$ cat src/rtl/icosoc_raspif_master.sv
// Initiator end of the 9-line RasPi parallel link: endpoint-select writes plus polled reads.
// Optional ICOSOC_RASPIF_MASTER_STATS_EN adds tx_count/rx_count word counters.
module icosoc_raspif_master #(
    parameter int unsigned CLKDIV      = 4,
    parameter int unsigned TURN_CYCLES = 4,
    parameter bit          POLL        = 1'b1
) (
    input  logic       clk,
    input  logic       resetn,
    input  logic       tx_valid,
    output logic       tx_ready,
    input  logic [7:0] tx_ep,
    input  logic [7:0] tx_data,
    output logic       rx_valid,
    input  logic       rx_ready,
    output logic [7:0] rx_ep,
    output logic [7:0] rx_data,
    input  logic       rd_req,
    output logic       remote_pending,
    output logic       link_clk,
    output logic       link_dir,
    output logic [8:0] link_dout,
    output logic       link_oe,
    input  logic [8:0] link_din
`ifdef ICOSOC_RASPIF_MASTER_STATS_EN
    ,
    output logic [15:0] tx_count,
    output logic [15:0] rx_count
`endif
);

    localparam int unsigned CNT_MAX = (CLKDIV > TURN_CYCLES) ? 2 * CLKDIV : 2 * TURN_CYCLES;
    localparam int unsigned CW      = $clog2(CNT_MAX);

    localparam logic [CW-1:0] LOW_LAST  = CW'(CLKDIV - 1);
    localparam logic [CW-1:0] HIGH_LAST = CW'(2 * CLKDIV - 1);
    localparam logic [CW-1:0] TURN_MID  = CW'(TURN_CYCLES - 1);
    localparam logic [CW-1:0] TURN_END  = CW'(2 * TURN_CYCLES - 1);

    typedef enum logic [2:0] {
        S_IDLE,
        S_WR_CMD,
        S_WR_DATA,
        S_TURN_TO_RD,
        S_RD,
        S_TURN_TO_WR
    } state_t;

    state_t        state, nxt_state;
    logic [CW-1:0] cnt, nxt_cnt;
    logic          nxt_link_clk, nxt_link_dir, nxt_link_oe;
    logic [8:0]    nxt_link_dout;
    logic          nxt_tx_ready, nxt_rx_valid, nxt_remote_pending;
    logic [7:0]    nxt_rx_ep, nxt_rx_data;
    logic [7:0]    tx_cur_ep, nxt_tx_cur_ep;
    logic          tx_cur_vld, nxt_tx_cur_vld;
    logic [7:0]    rx_cur_ep, nxt_rx_cur_ep;
    logic          rd_stop, nxt_rd_stop;
    logic          rd_want_c;
    logic          rx_load_c;

    assign rd_want_c = POLL | rd_req;

    // Next-state and next-output logic; every output register is loaded from here.
    always_comb begin
        nxt_state          = state;
        nxt_cnt            = cnt;
        nxt_link_clk       = link_clk;
        nxt_link_dir       = link_dir;
        nxt_link_oe        = link_oe;
        nxt_link_dout      = link_dout;
        nxt_tx_ready       = 1'b0;
        nxt_rx_valid       = rx_valid;
        nxt_rx_ep          = rx_ep;
        nxt_rx_data        = rx_data;
        nxt_remote_pending = remote_pending;
        nxt_tx_cur_ep      = tx_cur_ep;
        nxt_tx_cur_vld     = tx_cur_vld;
        nxt_rx_cur_ep      = rx_cur_ep;
        nxt_rd_stop        = rd_stop;
        rx_load_c          = 1'b0;

        if (rx_valid && rx_ready) begin
            nxt_rx_valid = 1'b0;
        end

        case (state)
            S_IDLE: begin
                if (tx_valid) begin
                    nxt_cnt      = '0;
                    nxt_link_clk = 1'b0;
                    nxt_link_oe  = 1'b1;
                    if (!tx_cur_vld || (tx_cur_ep != tx_ep)) begin
                        nxt_state     = S_WR_CMD;
                        nxt_link_dout = {1'b1, tx_ep};
                    end else begin
                        nxt_state     = S_WR_DATA;
                        nxt_link_dout = {1'b0, tx_data};
                    end
                end else if (rd_want_c && !rx_valid) begin
                    nxt_state      = S_TURN_TO_RD;
                    nxt_link_oe    = 1'b0;
                    nxt_cnt        = '0;
                    nxt_tx_cur_vld = 1'b0;
                end
            end

            S_WR_CMD: begin
                if (cnt == LOW_LAST) begin
                    nxt_link_clk = 1'b1;
                    nxt_cnt      = cnt + CW'(1);
                end else if (cnt == HIGH_LAST) begin
                    nxt_tx_cur_ep  = tx_ep;
                    nxt_tx_cur_vld = 1'b1;
                    nxt_state      = S_WR_DATA;
                    nxt_link_dout  = {1'b0, tx_data};
                    nxt_link_clk   = 1'b0;
                    nxt_cnt        = '0;
                end else begin
                    nxt_cnt = cnt + CW'(1);
                end
            end

            S_WR_DATA: begin
                if (cnt == LOW_LAST) begin
                    nxt_link_clk = 1'b1;
                    nxt_tx_ready = 1'b1;
                    nxt_cnt      = cnt + CW'(1);
                end else if (cnt == HIGH_LAST) begin
                    nxt_link_clk = 1'b0;
                    nxt_cnt      = '0;
                    nxt_state    = S_IDLE;
                end else begin
                    nxt_cnt = cnt + CW'(1);
                end
            end

            S_TURN_TO_RD: begin
                if (cnt == TURN_MID) begin
                    nxt_link_dir = 1'b0;
                end
                if (cnt == TURN_END) begin
                    nxt_state    = S_RD;
                    nxt_cnt      = '0;
                    nxt_link_clk = 1'b0;
                end else begin
                    nxt_cnt = cnt + CW'(1);
                end
            end

            S_RD: begin
                if (cnt == LOW_LAST) begin
                    // A full rx slot holds link_clk low so the far end does not pop.
                    if (rx_valid) begin
                        if (tx_valid || !rd_want_c) begin
                            nxt_state    = S_TURN_TO_WR;
                            nxt_link_dir = 1'b1;
                            nxt_cnt      = '0;
                        end
                    end else begin
                        nxt_link_clk = 1'b1;
                        nxt_cnt      = cnt + CW'(1);
                        if (link_din[8]) begin
                            nxt_rx_cur_ep      = link_din[7:0];
                            nxt_remote_pending = (link_din == 9'h1fe);
                            nxt_rd_stop        = (link_din[7:1] == 7'h7f);
                        end else begin
                            rx_load_c    = 1'b1;
                            nxt_rx_valid = 1'b1;
                            nxt_rx_ep    = rx_cur_ep;
                            nxt_rx_data  = link_din[7:0];
                            nxt_rd_stop  = 1'b0;
                        end
                    end
                end else if (cnt == HIGH_LAST) begin
                    nxt_link_clk = 1'b0;
                    nxt_cnt      = '0;
                    if (rd_stop || tx_valid || !rd_want_c) begin
                        nxt_state    = S_TURN_TO_WR;
                        nxt_link_dir = 1'b1;
                    end
                end else begin
                    nxt_cnt = cnt + CW'(1);
                end
            end

            S_TURN_TO_WR: begin
                if (cnt == TURN_MID) begin
                    nxt_state   = S_IDLE;
                    nxt_link_oe = 1'b1;
                    nxt_cnt     = '0;
                end else begin
                    nxt_cnt = cnt + CW'(1);
                end
            end

            default: begin
                nxt_state = S_IDLE;
            end
        endcase
    end

    // State and output registers.
    always_ff @(posedge clk) begin
        if (!resetn) begin
            state          <= S_IDLE;
            cnt            <= '0;
            link_clk       <= 1'b0;
            link_dir       <= 1'b1;
            link_oe        <= 1'b0;
            link_dout      <= '0;
            tx_ready       <= 1'b0;
            rx_valid       <= 1'b0;
            rx_ep          <= '0;
            rx_data        <= '0;
            remote_pending <= 1'b0;
            tx_cur_ep      <= '0;
            tx_cur_vld     <= 1'b0;
            rx_cur_ep      <= 8'hff;
            rd_stop        <= 1'b0;
        end else begin
            state          <= nxt_state;
            cnt            <= nxt_cnt;
            link_clk       <= nxt_link_clk;
            link_dir       <= nxt_link_dir;
            link_oe        <= nxt_link_oe;
            link_dout      <= nxt_link_dout;
            tx_ready       <= nxt_tx_ready;
            rx_valid       <= nxt_rx_valid;
            rx_ep          <= nxt_rx_ep;
            rx_data        <= nxt_rx_data;
            remote_pending <= nxt_remote_pending;
            tx_cur_ep      <= nxt_tx_cur_ep;
            tx_cur_vld     <= nxt_tx_cur_vld;
            rx_cur_ep      <= nxt_rx_cur_ep;
            rd_stop        <= nxt_rd_stop;
        end
    end

`ifdef ICOSOC_RASPIF_MASTER_STATS_EN
    // Data-word counters, wrapping at 16 bits.
    always_ff @(posedge clk) begin
        if (!resetn) begin
            tx_count <= '0;
            rx_count <= '0;
        end else begin
            if (nxt_tx_ready) begin
                tx_count <= tx_count + 16'd1;
            end
            if (rx_load_c) begin
                rx_count <= rx_count + 16'd1;
            end
        end
    end
`else
    // Statistics counters not built.
`endif

endmodule
$ cat config.mk
export PLATFORM = sky130hd
export DESIGN_NAME = icosoc_raspif_master
export DESIGN_NICKNAME = d
export VERILOG_FILES = /design/src/rtl/icosoc_raspif_master.sv
export SDC_FILE = /design/constraint.sdc
export NUM_CORES = 1
export LEC_CHECK = 0
export BUFFER_PORTS_ARGS = -buffer_cell sky130_fd_sc_hd__buf_2
export CAP_MARGIN = 15
export CORE_MARGIN = 3
export CORE_UTILIZATION = 45
export CTS_CLUSTER_DIAMETER = 30
export DETAILED_ROUTE_END_ITERATION = 10
export GPL_TIMING_DRIVEN = 0
export HOLD_SLACK_MARGIN = 0.15
export MAX_ROUTING_LAYER = met4
export PLACE_DENSITY = 0.69
export SYNTH_ARGS = -nofsm -noshare
export SYNTH_HDL_FRONTEND = slang
export SYNTH_SLANG_ARGS = --single-unit
export TNS_END_PERCENT = 30
$ cat constraint.sdc
create_clock -name clk -period 5.2 [get_ports clk]
set_input_delay 0.78 -clock clk [delete_from_list [all_inputs] [get_ports clk]]
set_output_delay 0.78 -clock clk [all_outputs]
set_load 0.05 [all_outputs]
==> impl_table.tex <==
\begin{tabular}{lr}
\hline
Metric & Value \\
\hline
\multicolumn{2}{l}{\textbf{Clock network}} \\
\quad Clock buffer count from CTS & 5 \\
\quad Clock slew at the register clock pins of the worst setup and hold paths & 0.09 ns \\
\quad TritonCTS clock tree & built \\
\quad Total of cells resized after clock tree synthesis & 0 \\
\quad Buffers inserted by post-CTS timing repair & 0 \\
\quad Hold\_buf cts & 0 \\
\quad Clock Tree Buf Depth & 2 \\
\quad H-tree depth reported by CTS & 2 \\
\quad Library cell used as clock root buffer & clkbuf\_8 \\
\quad Number of sinks handled by clock tree synthesis & 55 \\
\quad Clock insertion delay at the later pin of the skew report & 0.31 ns \\
\multicolumn{2}{l}{\textbf{Run status}} \\
\quad Status & finished, final reports clean \\
\multicolumn{2}{l}{\textbf{STA}} \\
\quad Minimum clock period after layout & 2.22 ns \\
\quad Actual transition at the worst max-transition pin & 0.629 ns \\
\quad RSZ-0062 raised after global routing & false \\
\quad Final Setup Violations & 0 \\
\quad Minimum setup slack in the final design & 2.98 ns \\
\quad Share of the clock period used by the worst path & 42.7\% \\
\quad Setup total negative slack & 0 ns \\
\quad Achievable frequency & 0.450 GHz \\
\quad Worst hold margin & 0.451 ns \\
\quad Relative slew margins & 58.1\% \\
\quad Final hold violation count & 0 \\
\quad Post-Route Skew & 0.00658 ns \\
\quad Pins Over Slew Limit & 0 \\
\multicolumn{2}{l}{\textbf{Hold path}} \\
\quad Min-delay src & link\_dout[3] \\
\quad Hold Path Sink & link\_dout[3] \\
\quad WHS Path Cells & 2 \\
\quad Hold WC Path Type & reg -> reg \\
\multicolumn{2}{l}{\textbf{Critical path}} \\
\quad Data required time at the worst endpoint & 5.38 ns \\
\quad Worst flop-to-flop path startpoint & cnt[0] \\
\quad Reg-to-Reg End & rx\_data[3] \\
\quad Worst path buffer plus inverter count & 2 \\
\quad CP endpoint kind & flip-flop \\
\quad Slowest stage cell, crit path & dfxtp\_1 \\
\quad Data arrival at the endpoint of the critical path & 2.40 ns \\
\quad Category of the critical setup timing path & reg -> reg \\
\quad Highest fanout seen on the critical path & 10 \\
\quad FF-to-FF setup slack & 2.98 ns \\
\quad Cell repeated most along the worst path & ha\_1 \\
\quad R2R depth & 9 \\
\quad Startpoint Class & flip-flop \\
\quad Largest delay share family, worst path & simple AND/OR/NAND/NOR gates \\
\quad Worst path max stage delay & 0.35 ns \\
\quad Ordered list of cells on the worst path & ha\_1 -> ha\_1 -> buf\_4 -> nor2b\_1 -> nand3\_1 -> nor2\_4 -> buf\_6 -> mux2i\_1 -> nor2\_1 \\
\multicolumn{2}{l}{\textbf{Drt}} \\
\quad Antenna-violating nets left & 0 \\
\quad Wire per inst & 14.5 µm \\
\quad Final WL & 5930 µm \\
\quad Starting DRT DRC Count & 99 \\
\quad Number of DRC violations after detailed routing & 0 \\
\quad Via total after detailed routing & 2131 \\
\quad Drt pass-1 iters & 4 \\
\quad Drt via density & 5.21 \\
\multicolumn{2}{l}{\textbf{Layout}} \\
\quad Final Non-Filler Cells & 409 \\
\quad Fill cell instance count of the final layout & 492 \\
\quad Number of nets at the end of the flow & 372 \\
\quad Growth of design area from synthesis to finish & 20.0\% \\
\quad Layout cell share with drive strength beyond 1 & 23.6\% \\
\quad Total inserted antenna cells & 0 \\
\multicolumn{2}{l}{\textbf{Power and ir drop}} \\
\quad Clock power share & 28.7\% \\
\quad Maximum vdd ir drop & 170 µV \\
\quad Switching power as a share of total power & 33.9\% \\
\quad Pwr dens & 374 nW/µm² \\
\quad Switching pwr & 388 µW \\
\quad Sequential share of power & 41.5\% \\
\quad Combinational share of power & 29.8\% \\
\quad Cell internal power dissipation & 757 µW \\
\quad Leakage power of the design & 1.32 nW \\
\multicolumn{2}{l}{\textbf{Global route}} \\
\quad Number of antenna violations at the first check in global routing & 0 \\
\quad Overall Global Routing Usage & 19.7\% \\
\quad Gr ovfl total & 0 \\
\quad Largest net degree at the start of global routing & 17 \\
\quad Number of global-route vias before repair & 2093 \\
\quad Wire length of the first global-routing pass & 9820 µm \\
\multicolumn{2}{l}{\textbf{Logic synthesis}} \\
\quad Top-area cell type share of the netlist area & 43.2\% \\
\quad Ranking of synthesized cells by area & dfxtp\_1 (43\%), mux2i\_1 (16\%), nand2\_1 (4.7\%), nor2b\_1 (4.7\%), xnor2\_1 (2.7\%) \\
\quad Netlist cell types & 44 \\
\quad Dominant synthesized flop cell & dfxtp\_1 \\
\quad Fraction of registers with async set or reset after synthesis & 0\% \\
\quad Syn Std Cell Area & 2550 µm² \\
\quad Sequential share of the synthesized area & 43.2\% \\
\quad Synthesized Nets & 307 \\
\quad Number of synthesized flops with an enable pin & 0 \\
\quad Syn\_area\_per\_cell & 9.34 µm² \\
\quad Post-synthesis sequential element count & 55 \\
\quad Instance count of the mapped netlist & 273 \\
\quad Biggest area consumer among synthesized cells & dfxtp\_1 \\
\quad Number of warnings printed during yosys synthesis & 0 \\
\multicolumn{2}{l}{\textbf{Floorplanning}} \\
\quad Area of the core & 5300 µm² \\
\quad Vertical die dimension & 81.3 µm \\
\quad Placement row count & 26 \\
\quad Horizontal extent of the die & 81.3 µm \\
\quad Number of top-level design ports & 61 \\
\quad Initial Utilization & 48.1\% \\
\quad Die outline area & 6600 µm² \\
\multicolumn{2}{l}{\textbf{Placement}} \\
\quad Number of input and output port buffers inserted & 58 \\
\quad Inst Count DP & 401 \\
\quad Final weighted congestion in routability-driven placement & 0.897 \\
\quad Half-perimeter wire length of the detailed placement result & 4420 µm \\
\quad Worst slack at placement & 2.90 ns \\
\multicolumn{2}{l}{\textbf{Job}} \\
\quad Max-Cap Viols & 0 \\
\hline
\end{tabular}
[power by group through the flow]
| stage | sequential [mW] | clock (mW) | combinational (mW) |
|---|---|---|---|
| after global routing | 0.479 | 0.355 | 0.373 |
| after CTS | 0.475 | 0.336 | 0.340 |
| final | 0.475 | 0.329 | 0.341 |
| after detailed placement | 0.485 | 0 | 0.339 |
| after floorplan | 0.553 | 0 | 0.187 |
| after global placement | 0.484 | 0 | 0.339 |
[cells in the final DEF, fill, tap and decap left out, types with 2 or more instances in the layout]
| master | count |
|---|---|
| a21boi_0 | 2 |
| a21oi_1 | 5 |
| a22oi_1 | 3 |
| a31oi_1 | 3 |
| buf_2 | 61 |
| buf_4 | 3 |
| bufinv_16 | 2 |
| clkbuf_1 | 8 |
| clkbuf_8 | 5 |
| dfxtp_1 | 55 |
| ha_1 | 4 |
| inv_1 | 9 |
| mux2i_1 | 41 |
| nand2_1 | 32 |
| nand2b_1 | 3 |
| nand3_1 | 7 |
| nand4_1 | 6 |
| nor2_1 | 16 |
| nor2_4 | 2 |
| nor2b_1 | 19 |
| nor3_1 | 2 |
| nor4_1 | 2 |
| o211ai_1 | 2 |
| o21a_1 | 2 |
| o21ai_0 | 7 |
| o21ai_1 | 9 |
| or3_1 | 2 |
| or4_1 | 2 |
| xnor2_1 | 8 |
[per-layer routing]
layer | GRT usage (%) | wire, µm | part of all wire [%] | vias up
li1 | - | - | - | 1079
met1 | 25.7 | 2780 | 47 | 1000
met2 | 31.3 | 2880 | 49 | 45
met3 | 3.44 | 218 | 3.7 | 7
met4 | 5.91 | 42 | 0.71 | 0
met5 | - | 0 | 0 | -
[cells by family (layout without fill, tap and decap cells)]
logic type | after synthesis | count (layout) | share of synthesized area, %
DFF | 55 | 55 | 43.2
and+or+nand+nor | 98 | 98 | 19.9
AOI/OAI and AO/OA | 42 | 42 | 11.3
xor gates and xnor gates | 9 | 9 | 3.09
adders and majority gates | 4 | 4 | 1.96
muxes | 41 | 41 | 16.1
buffers and inverters | 24 | 90 | 4.42
[per-stage QoR]
| step | util, % | instance area, µm² | total power, mW |
|---|---|---|---|
| finish | 57.7 | 3060 | 1.14 |
| global route | 57.7 | 3060 | 1.21 |
| CTS | 57.7 | 3060 | 1.15 |
| detailed placement | 55.2 | 2930 | 0.824 |
| global placement | 55.2 | 2930 | 0.823 |
| floorplan | - | 2550 | 0.740 |
[synth_stat cells (2+ instances only)]
| master | number |
|---|---|
| a21oi_1 | 5 |
| nand4_1 | 6 |
| ha_1 | 4 |
| nor4_1 | 2 |
| or3_1 | 2 |
| dfxtp_1 | 55 |
| buf_2 | 3 |
| mux2i_1 | 41 |
| o21ai_1 | 9 |
| clkbuf_1 | 7 |
| a31oi_1 | 3 |
| nand2b_1 | 3 |
| or4_1 | 2 |
| buf_4 | 3 |
| o21ai_0 | 7 |
| nand2_1 | 32 |
| a22oi_1 | 3 |
| nand3_1 | 7 |
| o21a_1 | 2 |
| nor3_1 | 2 |
| o211ai_1 | 2 |
| xnor2_1 | 8 |
| inv_1 | 9 |
| nor2b_1 | 19 |
| a21boi_0 | 2 |
| nor2_1 | 16 |
| nor2_4 | 2 |
[state kept, by name (all words and copies together) (netlist names), 3 cells and up]
name	count
link_dout	9
rx_cur_ep	8
rx_data	8
rx_ep	8
tx_cur_ep	8
cnt	3
state	3
[area by class of cell]
class                   instances  area [µm²]  area share, %
plain buffers                  14        75.1           2.45
clock buffers                   6        72.6           2.37
clock inverters                 2        60.1           1.96
inverters                      10        37.5           1.23
multi-input cells             194        1340           43.6
flip-flops and latches         55        1100           36.0
well taps                      70        87.6           2.86
repair buffers                 58         290           9.49
[tightest hold or removal path: cells and delay by family (launching register included)]
kind	cells	cell delay, ns
AOI/OAI and AO/OA	1	0.05
DFF	1	0.32
and+or+nand+nor	1	0.05
[worst max-delay path by stage]
stage / cells after the start / to / startpoint
after floorplan: 5 / state[1] / tx_ep[6]
after global placement: 6 / link_dout[0] / tx_ep[0]
after detailed placement: 6 / link_dout[4] / tx_ep[5]
after CTS: 9 / rx_data[3] / cnt[0]
after global routing: 9 / rx_data[7] / cnt[0]
final: 9 / rx_data[3] / cnt[0]
Note: power is estimated with default switching activity, not from simulation.
